`src/rtl/control_unit.sv`:
```
// Hardwired Moore control sequencer: three-step fetch followed by an opcode-specific execute
// sequence. Strobes decode only from the state register and the opcode latched at the end of T2.
module control_unit (
  input  logic        Clock,
  input  logic        clear,
  input  logic        Stop,
  input  logic [31:0] IR,
  output logic        PCout,
  output logic        PCin,
  output logic        IncPC,
  output logic        MARin,
  output logic        Read,
  output logic        MDRin,
  output logic        MDRout,
  output logic        IRin,
  output logic        Gra,
  output logic        Grb,
  output logic        Grc,
  output logic        Rin,
  output logic        Rout,
  output logic        Cout,
  output logic        Yin,
  output logic        Zin,
  output logic        Zlowout,
  output logic        Zhighout,
  output logic        HIin,
  output logic        LOin,
  output logic [4:0]  ALU_op,
  output logic        Run
);

  typedef enum logic [3:0] {
    StReset, StT0, StT1, StT2, StT3, StT4, StT5, StT6, StHalt
  } state_e;

  state_e     state_q, state_d;
  logic [4:0] op_q;
  logic       last_step;
  logic       is_rtype, is_imm, is_muldiv, is_unary, is_halt;

  // Register fields are consumed by the datapath, not by the sequencer.
  logic unused_ir;
  assign unused_ir = ^IR[26:0];

  always_ff @(posedge Clock or posedge clear) begin
    if (clear) begin
      state_q <= StReset;
      op_q    <= 5'b00000;
    end else begin
      state_q <= state_d;
      // Freeze the opcode so later IR changes cannot disturb the instruction in flight.
      if (state_q == StT2) op_q <= IR[31:27];
    end
  end

  assign is_rtype  = (op_q >= 5'b00011) && (op_q <= 5'b01010);
  assign is_imm    = (op_q >= 5'b01011) && (op_q <= 5'b01101);
  assign is_muldiv = (op_q == 5'b01110) || (op_q == 5'b01111);
  assign is_unary  = (op_q == 5'b10000) || (op_q == 5'b10001);
  assign is_halt   = (op_q == 5'b11001);

  always_comb begin
    state_d   = state_q;
    last_step = 1'b0;
    PCout     = 1'b0;
    PCin      = 1'b0;
    IncPC     = 1'b0;
    MARin     = 1'b0;
    Read      = 1'b0;
    MDRin     = 1'b0;
    MDRout    = 1'b0;
    IRin      = 1'b0;
    Gra       = 1'b0;
    Grb       = 1'b0;
    Grc       = 1'b0;
    Rin       = 1'b0;
    Rout      = 1'b0;
    Cout      = 1'b0;
    Yin       = 1'b0;
    Zin       = 1'b0;
    Zlowout   = 1'b0;
    Zhighout  = 1'b0;
    HIin      = 1'b0;
    LOin      = 1'b0;
    ALU_op    = 5'b00000;
    Run       = 1'b0;

    case (state_q)
      StReset: state_d = StT0;
      StT0: begin
        Run     = 1'b1;
        PCout   = 1'b1;
        MARin   = 1'b1;
        IncPC   = 1'b1;
        PCin    = 1'b1;
        state_d = StT1;
      end
      StT1: begin
        Run     = 1'b1;
        Read    = 1'b1;
        MDRin   = 1'b1;
        state_d = StT2;
      end
      StT2: begin
        Run     = 1'b1;
        MDRout  = 1'b1;
        IRin    = 1'b1;
        state_d = StT3;
      end
      StT3: begin
        Run = 1'b1;
        if (is_rtype || is_imm) begin
          Grb     = 1'b1;
          Rout    = 1'b1;
          Yin     = 1'b1;
          state_d = StT4;
        end else if (is_muldiv) begin
          Gra     = 1'b1;
          Rout    = 1'b1;
          Yin     = 1'b1;
          state_d = StT4;
        end else if (is_unary) begin
          Grb     = 1'b1;
          Rout    = 1'b1;
          Zin     = 1'b1;
          ALU_op  = op_q;
          state_d = StT4;
        end else if (is_halt) begin
          state_d = StHalt;
        end else begin
          last_step = 1'b1;
        end
      end
      StT4: begin
        Run = 1'b1;
        if (is_rtype) begin
          Grc     = 1'b1;
          Rout    = 1'b1;
          Zin     = 1'b1;
          ALU_op  = op_q;
          state_d = StT5;
        end else if (is_imm) begin
          Cout    = 1'b1;
          Zin     = 1'b1;
          state_d = StT5;
          if (op_q == 5'b01011)      ALU_op = 5'b00011;
          else if (op_q == 5'b01100) ALU_op = 5'b00101;
          else                       ALU_op = 5'b00110;
        end else if (is_muldiv) begin
          Grb     = 1'b1;
          Rout    = 1'b1;
          Zin     = 1'b1;
          ALU_op  = op_q;
          state_d = StT5;
        end else begin
          Zlowout   = 1'b1;
          Gra       = 1'b1;
          Rin       = 1'b1;
          last_step = 1'b1;
        end
      end
      StT5: begin
        Run     = 1'b1;
        Zlowout = 1'b1;
        if (is_muldiv) begin
          LOin    = 1'b1;
          state_d = StT6;
        end else begin
          Gra       = 1'b1;
          Rin       = 1'b1;
          last_step = 1'b1;
        end
      end
      StT6: begin
        Run       = 1'b1;
        Zhighout  = 1'b1;
        HIin      = 1'b1;
        last_step = 1'b1;
      end
      StHalt:  state_d = StHalt;
      default: state_d = StReset;
    endcase

    if (last_step) state_d = Stop ? StHalt : StT0;
  end

endmodule

```
`config.mk`:
```
export PLATFORM = sky130hd
export DESIGN_NAME = control_unit
export DESIGN_NICKNAME = d
export VERILOG_FILES = /design/src/rtl/control_unit.sv
export SDC_FILE = /design/constraint.sdc
export NUM_CORES = 1
export LEC_CHECK = 0
export ABC_AREA = 1
export BUFFER_PORTS_ARGS = -buffer_cell sky130_fd_sc_hd__buf_2
export CAP_MARGIN = 20
export CORE_MARGIN = 5
export CORE_UTILIZATION = 42
export CTS_BUF_LIST = sky130_fd_sc_hd__clkbuf_16
export DETAILED_ROUTE_END_ITERATION = 8
export GPL_TIMING_DRIVEN = 0
export PLACE_DENSITY = 0.8
export SYNTH_ARGS = -nofsm -noshare
export SYNTH_HDL_FRONTEND = slang
export SYNTH_SLANG_ARGS = --single-unit
```
`constraint.sdc`:
```
create_clock -name Clock -period 1.7 [get_ports Clock]
set_input_delay 0.085 -clock Clock [delete_from_list [all_inputs] [get_ports Clock]]
set_output_delay 0.085 -clock Clock [all_outputs]
set_load 0.05 [all_outputs]
```
== After elaboration in Yosys (flattened, before gate mapping) ==
Index checks and enable logic that the tools add are counted.
Widths: inputs -> output; s select.

* Bits in registers: 9
* Word-level logic and storage cells: 93

* Eq/ne operators: 19
* Order comparisons: 4
* Reduce and logical (&&, ||, !) cells: 8
* Muxes and demuxes: 60

{| class="wikitable"
|+ Operators with widths
! operator !! number
|-
| $mux 4 || 10
|-
| $pmux 4 s9 || 1
|-
| $mux 1 || 33
|-
| $mux 5 || 6
|-
| $eq 5x4->1 const B || 4
|-
| $eq 4x3->1 const B || 4
|-
| $eq 5x5->1 const B || 3
|-
| $le 5x4->1 const B || 2
|-
| $pmux 1 s2 || 5
|-
| $pmux 5 s2 || 1
|-
| $eq 4x2->1 const B || 2
|-
| $reduce_or 7->1 || 1
|-
| $ne 6x6->1 const B || 1
|-
| $ge 5x2->1 const B || 1
|-
| $ge 5x4->1 const B || 1
|-
| $ne 5x5->1 const B || 1
|-
| $eq 4x1->1 const B || 1
|-
| $eq 4x4->1 const B || 1
|-
| $logic_not 4->1 || 1
|-
| $pmux 1 s4 || 1
|-
| $reduce_and 4->1 || 1
|-
| $logic_or 1x1->1 || 3
|-
| $mux 3 || 1
|-
| $ne 3x3->1 const B || 1
|-
| 4 further kinds || 5
|}

== Logic depth before layout (Yosys ltp) ==
* Depth after elaboration: 8
* Mapped depth: 11
* Mapped depth without buffers: 10

== Worst setup path before layout ==
No wires, ideal clock.

* Path type: register to output
* From: reg state_q[2]
* To: out MARin
* Cell stages (with the launch flop): 5
* Path slack: -0.571 ns
* Required time: 1.615 ns
* Arrival: 2.186 ns
* Path through: dfrtp_1 -> nor2_1 -> inv_1 -> nor3_1 -> buf_4

* Longest elaborated chain between the ends: 2

{| class="wikitable"
|+ RTL lines
! item !! line !! source
|-
| from (decl) || 36 || <nowiki>state_e state_q, state_d;</nowiki>
|-
| from (signal assigned) || 47 || <nowiki>state_q <= StReset;</nowiki>
|-
| from (signal assigned) || 50 || <nowiki>state_q <= state_d;</nowiki>
|-
| $eq 4x1->1 || n/a ||
|-
| $mux 1 || n/a ||
|-
| to (decl) || 11 || <nowiki>output logic MARin,</nowiki>
|}

Every way passes these cells.

== Final worst setup path ==
* From: reg op_q[2]
* To: out Rin

* Longest elaborated chain between the ends: 6
* Elaborated cells between the ends (all ways): 13
* Classes of those cells: 4 x order compare; 2 x eq/ne; 4 x mux; 3 x reduce/logical

{| class="wikitable"
|+ RTL lines
! item !! line !! source
|-
| from (decl) || 37 || <nowiki>logic [4:0] op_q;</nowiki>
|-
| from (signal assigned) || 52 || <nowiki>if (state_q == StT2) op_q <= IR[31:27];</nowiki>
|-
| branches (longest 5 deep; another with $ge 5x4->1) || n/a ||
|-
| $pmux 1 s2 * || 88 || <nowiki>case (state_q)</nowiki>
|-
| to (decl) || 19 || <nowiki>output logic Rin,</nowiki>
|}

Every way passes the cells marked *.

==> flow_summary.yaml <==
status:
  status: "complete, but fails checks"
  violations: "setup timing"
power:
  sequentialPowerShare: 0.143
  peakVddDrop_mv: 1.61
  pwr_density_cell_nw_per_um2: 2250
  switching_share: 0.563
  leakage_nw: 0.792
  comb_power_share: 0.740
  internal_power_mw: 1.52
  clock_power_share: 0.117
  p_switching_mw: 1.96
global_route:
  met3_usage: 0.0161
  grt_pass1_vias: 1079
  grt_use_total: 0.171
  grt_antenna_before_repair: 0
  grt_max_degree: 12
  grt_pass1_wl_mm: 4.50
  grtUsageMet1: 0.198
  met2_usage: 0.308
  busiest_layer: "met2"
  grt_overflow_total: 0
synthesis:
  synthCells: 140
  avgSynthCellArea_sq_um: 6.60
  synth_area_sq_um: 925
  ys_types: 26
  yosysSeqAreaShare: 0.244
  syn_nets: 175
  synth-seq-cells: 9
  yosysWarnings: 0
setup_path:
  r2r_end: "state_q[0]"
  worstPathRequired_ns: 1.62
  cp-end-kind: "output port"
  r2r_start: "op_q[2]"
  critical_path.max_fanout: 5
  worstSetupPathType: "reg2out"
  cp.arrival_ns: 1.67
  cp-start-kind: "flip-flop"
  reg2regPathDepth: 11
  r2r_slack_ns: 0.08
floorplanning:
  io-pin-count: 61
  start_util: 0.430
  row_count: 17
  die-area_sq_um: 3240
  die_y_um: 56.9
  core_sq_um: 2150
  fp.dieW_um: 56.9
sta:
  hold_viol: 0
  clock_skew_ns: 0.000767
  max_slew_margin: 0.780
  setup_tns_ns: -0.193
  fmax_mhz: 570
  fin_ws_ns: -0.0550
  min_period_ns: 1.75
  setup_violations: 6
  maxSlewViolCount: 0
  rsz0062_at_grt: "true"
  tightest_slew_ns: 0.329
  fin_crit_sh: 1.03
  holdWs_ns: 0.0603
clock_network:
  clock-sinks: 9
  cts-buffers-inserted: 3
  ctsLongestPathBuffers: 2
  ctsHtreeMaxLevel: 1
  cts_tree: "done"
  cts_root_buf: "clkbuf_16"
  clk_pin_slew_worst_paths_ns: 0.04
  clk_latency_ns: 0.23
drt:
  num_vias: 1174
  ant_nets: 0
  initialDrtViolationCount: 47
  drc: 0
  firstDrtPassIters: 4
  wirelength_mm: 3.15
  vias_per_cell: 5.22
  wl_per_cell_um: 14.0
final_layout:
  layout_common_cells: "30 x buf_4, 22 x buf_2, 21 x nand2_1"
  layout_commonest_cell: "buf_4"
  drive_gt1_frac: 0.584
  layout.nets: 233
  antenna_cells: 0
  stdcell_area_sq_um: 1550
  stdcell_count: 225
  utilization: 0.720
  synthToLayoutAreaGrowth_pct: 67.4
min_path:
  hold_class: "in2reg"
  hold_end: "op_q[1]"
  min-delay-start: "IR[28]"
  hold_path_depth: 3
flow_run:
  maxCapViolCount: 0
placed_design:
  dp_cells: 201
  gpl.final_weighted_congestion: 0.875
  placed_area_sq_um: 1160
  portBuffers: 33
  hpwl_mm: 1.95
## flip-flops by register name, summed over array words and instances (netlist names)
name / flops
state_q: 4
op_q: 5
## how the worst max path moves through the flow
stage / start / endpoint / slack (ns) / depth (start not counted)
final: op_q[2] / Rin / -0.05 / 10
after detailed placement: op_q[2] / Gra / -0.002 / 10
after CTS: state_q[3] / ALU_op[3] / -0.02 / 8
after global routing: state_q[3] / ALU_op[0] / -0.12 / 8
after global placement: op_q[2] / Gra / 0.03 / 10
after floorplan: op_q[4] / ALU_op[0] / -0.25 / 7
## worst max-delay path: stages (launching register included)
cell	delay, ns
dfrtp_2	0.46
buf_4	0.17
nor2_4	0.13
nand3_2	0.10
nand3_4	0.08
nor2_4	0.05
nand2_2	0.06
nand2_2	0.07
nand2_4	0.08
clkinvlp_4	0.09
buf_8	0.15
## Yosys cell counts
cell	count	area (sq um)
buf_6	1	11.3
buf_4	6	45.0
o22ai_1	1	6.26
nor2_2	1	6.26
nor2_4	3	33.8
nand2_2	4	25.0
nand3b_1	1	7.51
buf_2	1	5.00
dfrtp_1	9	225
a21oi_1	5	25.0
nor2_1	22	82.6
inv_1	15	56.3
a21oi_2	1	8.76
nor3_1	2	10.0
a31oi_1	1	6.26
nor3_2	2	20.0
nand3_4	2	35.0
inv_4	1	6.26
o21ai_2	1	8.76
o21ai_0	12	60.1
a21oi_4	1	16.3
nand2_4	1	11.3
nand3_2	3	30.0
nand3_1	14	70.1
inv_2	6	22.5
nand2_1	24	90.1
## power by group through the flow
stage | combinational, mW | clock (mW) | sequential (mW)
floorplan | 1.67 | 0 | 0.422
global placement | 1.97 | 0 | 0.440
detailed placement | 2.01 | 0 | 0.448
CTS | 2.35 | 0.404 | 0.483
global route | 2.73 | 0.412 | 0.509
finish | 2.57 | 0.408 | 0.498
## what timing repair did
action	CTS	global route
buffers inserted	12	7
resized for setup	38	14
setup endpoints to repair	15	16
endpoints found under the hold margin	9	0
hold buffers	1	0
pin swaps	7	9
## metrics by stage
stage                     setup slack [ns]  power, mW
after floorplan                     -0.246       2.09
after global placement              0.0345       2.41
after detailed placement          -0.00219       2.46
after CTS                          -0.0238       3.24
after global routing                -0.118       3.65
final                              -0.0550       3.48
## routing by layer
metal	vias to the layer above	routed length, um
li1	564	-
met1	540	1240
met2	60	1620
met3	10	211
met4	0	80
met5	-	0
## cells by family after synthesis
family / share of synthesized area
AO/OA/AOI/OAI: 0.142
AND/OR/NAND/NOR: 0.456
flip-flops: 0.244
buffers and inverters: 0.158
## cell type report
| type | count | area, sq um |
|---|---|---|
| tap | 28 | 35.0 |
| fill | 156 | 601 |
| clock buffer | 3 | 75.1 |
| clock inverter | 1 | 3.75 |
| sequential | 9 | 230 |
| timing repair buffer | 53 | 372 |
| inverter | 22 | 96.3 |
| multi-input combinational | 101 | 672 |
| buffer | 8 | 63.8 |
Note: power is estimated with default switching activity, not from simulation.
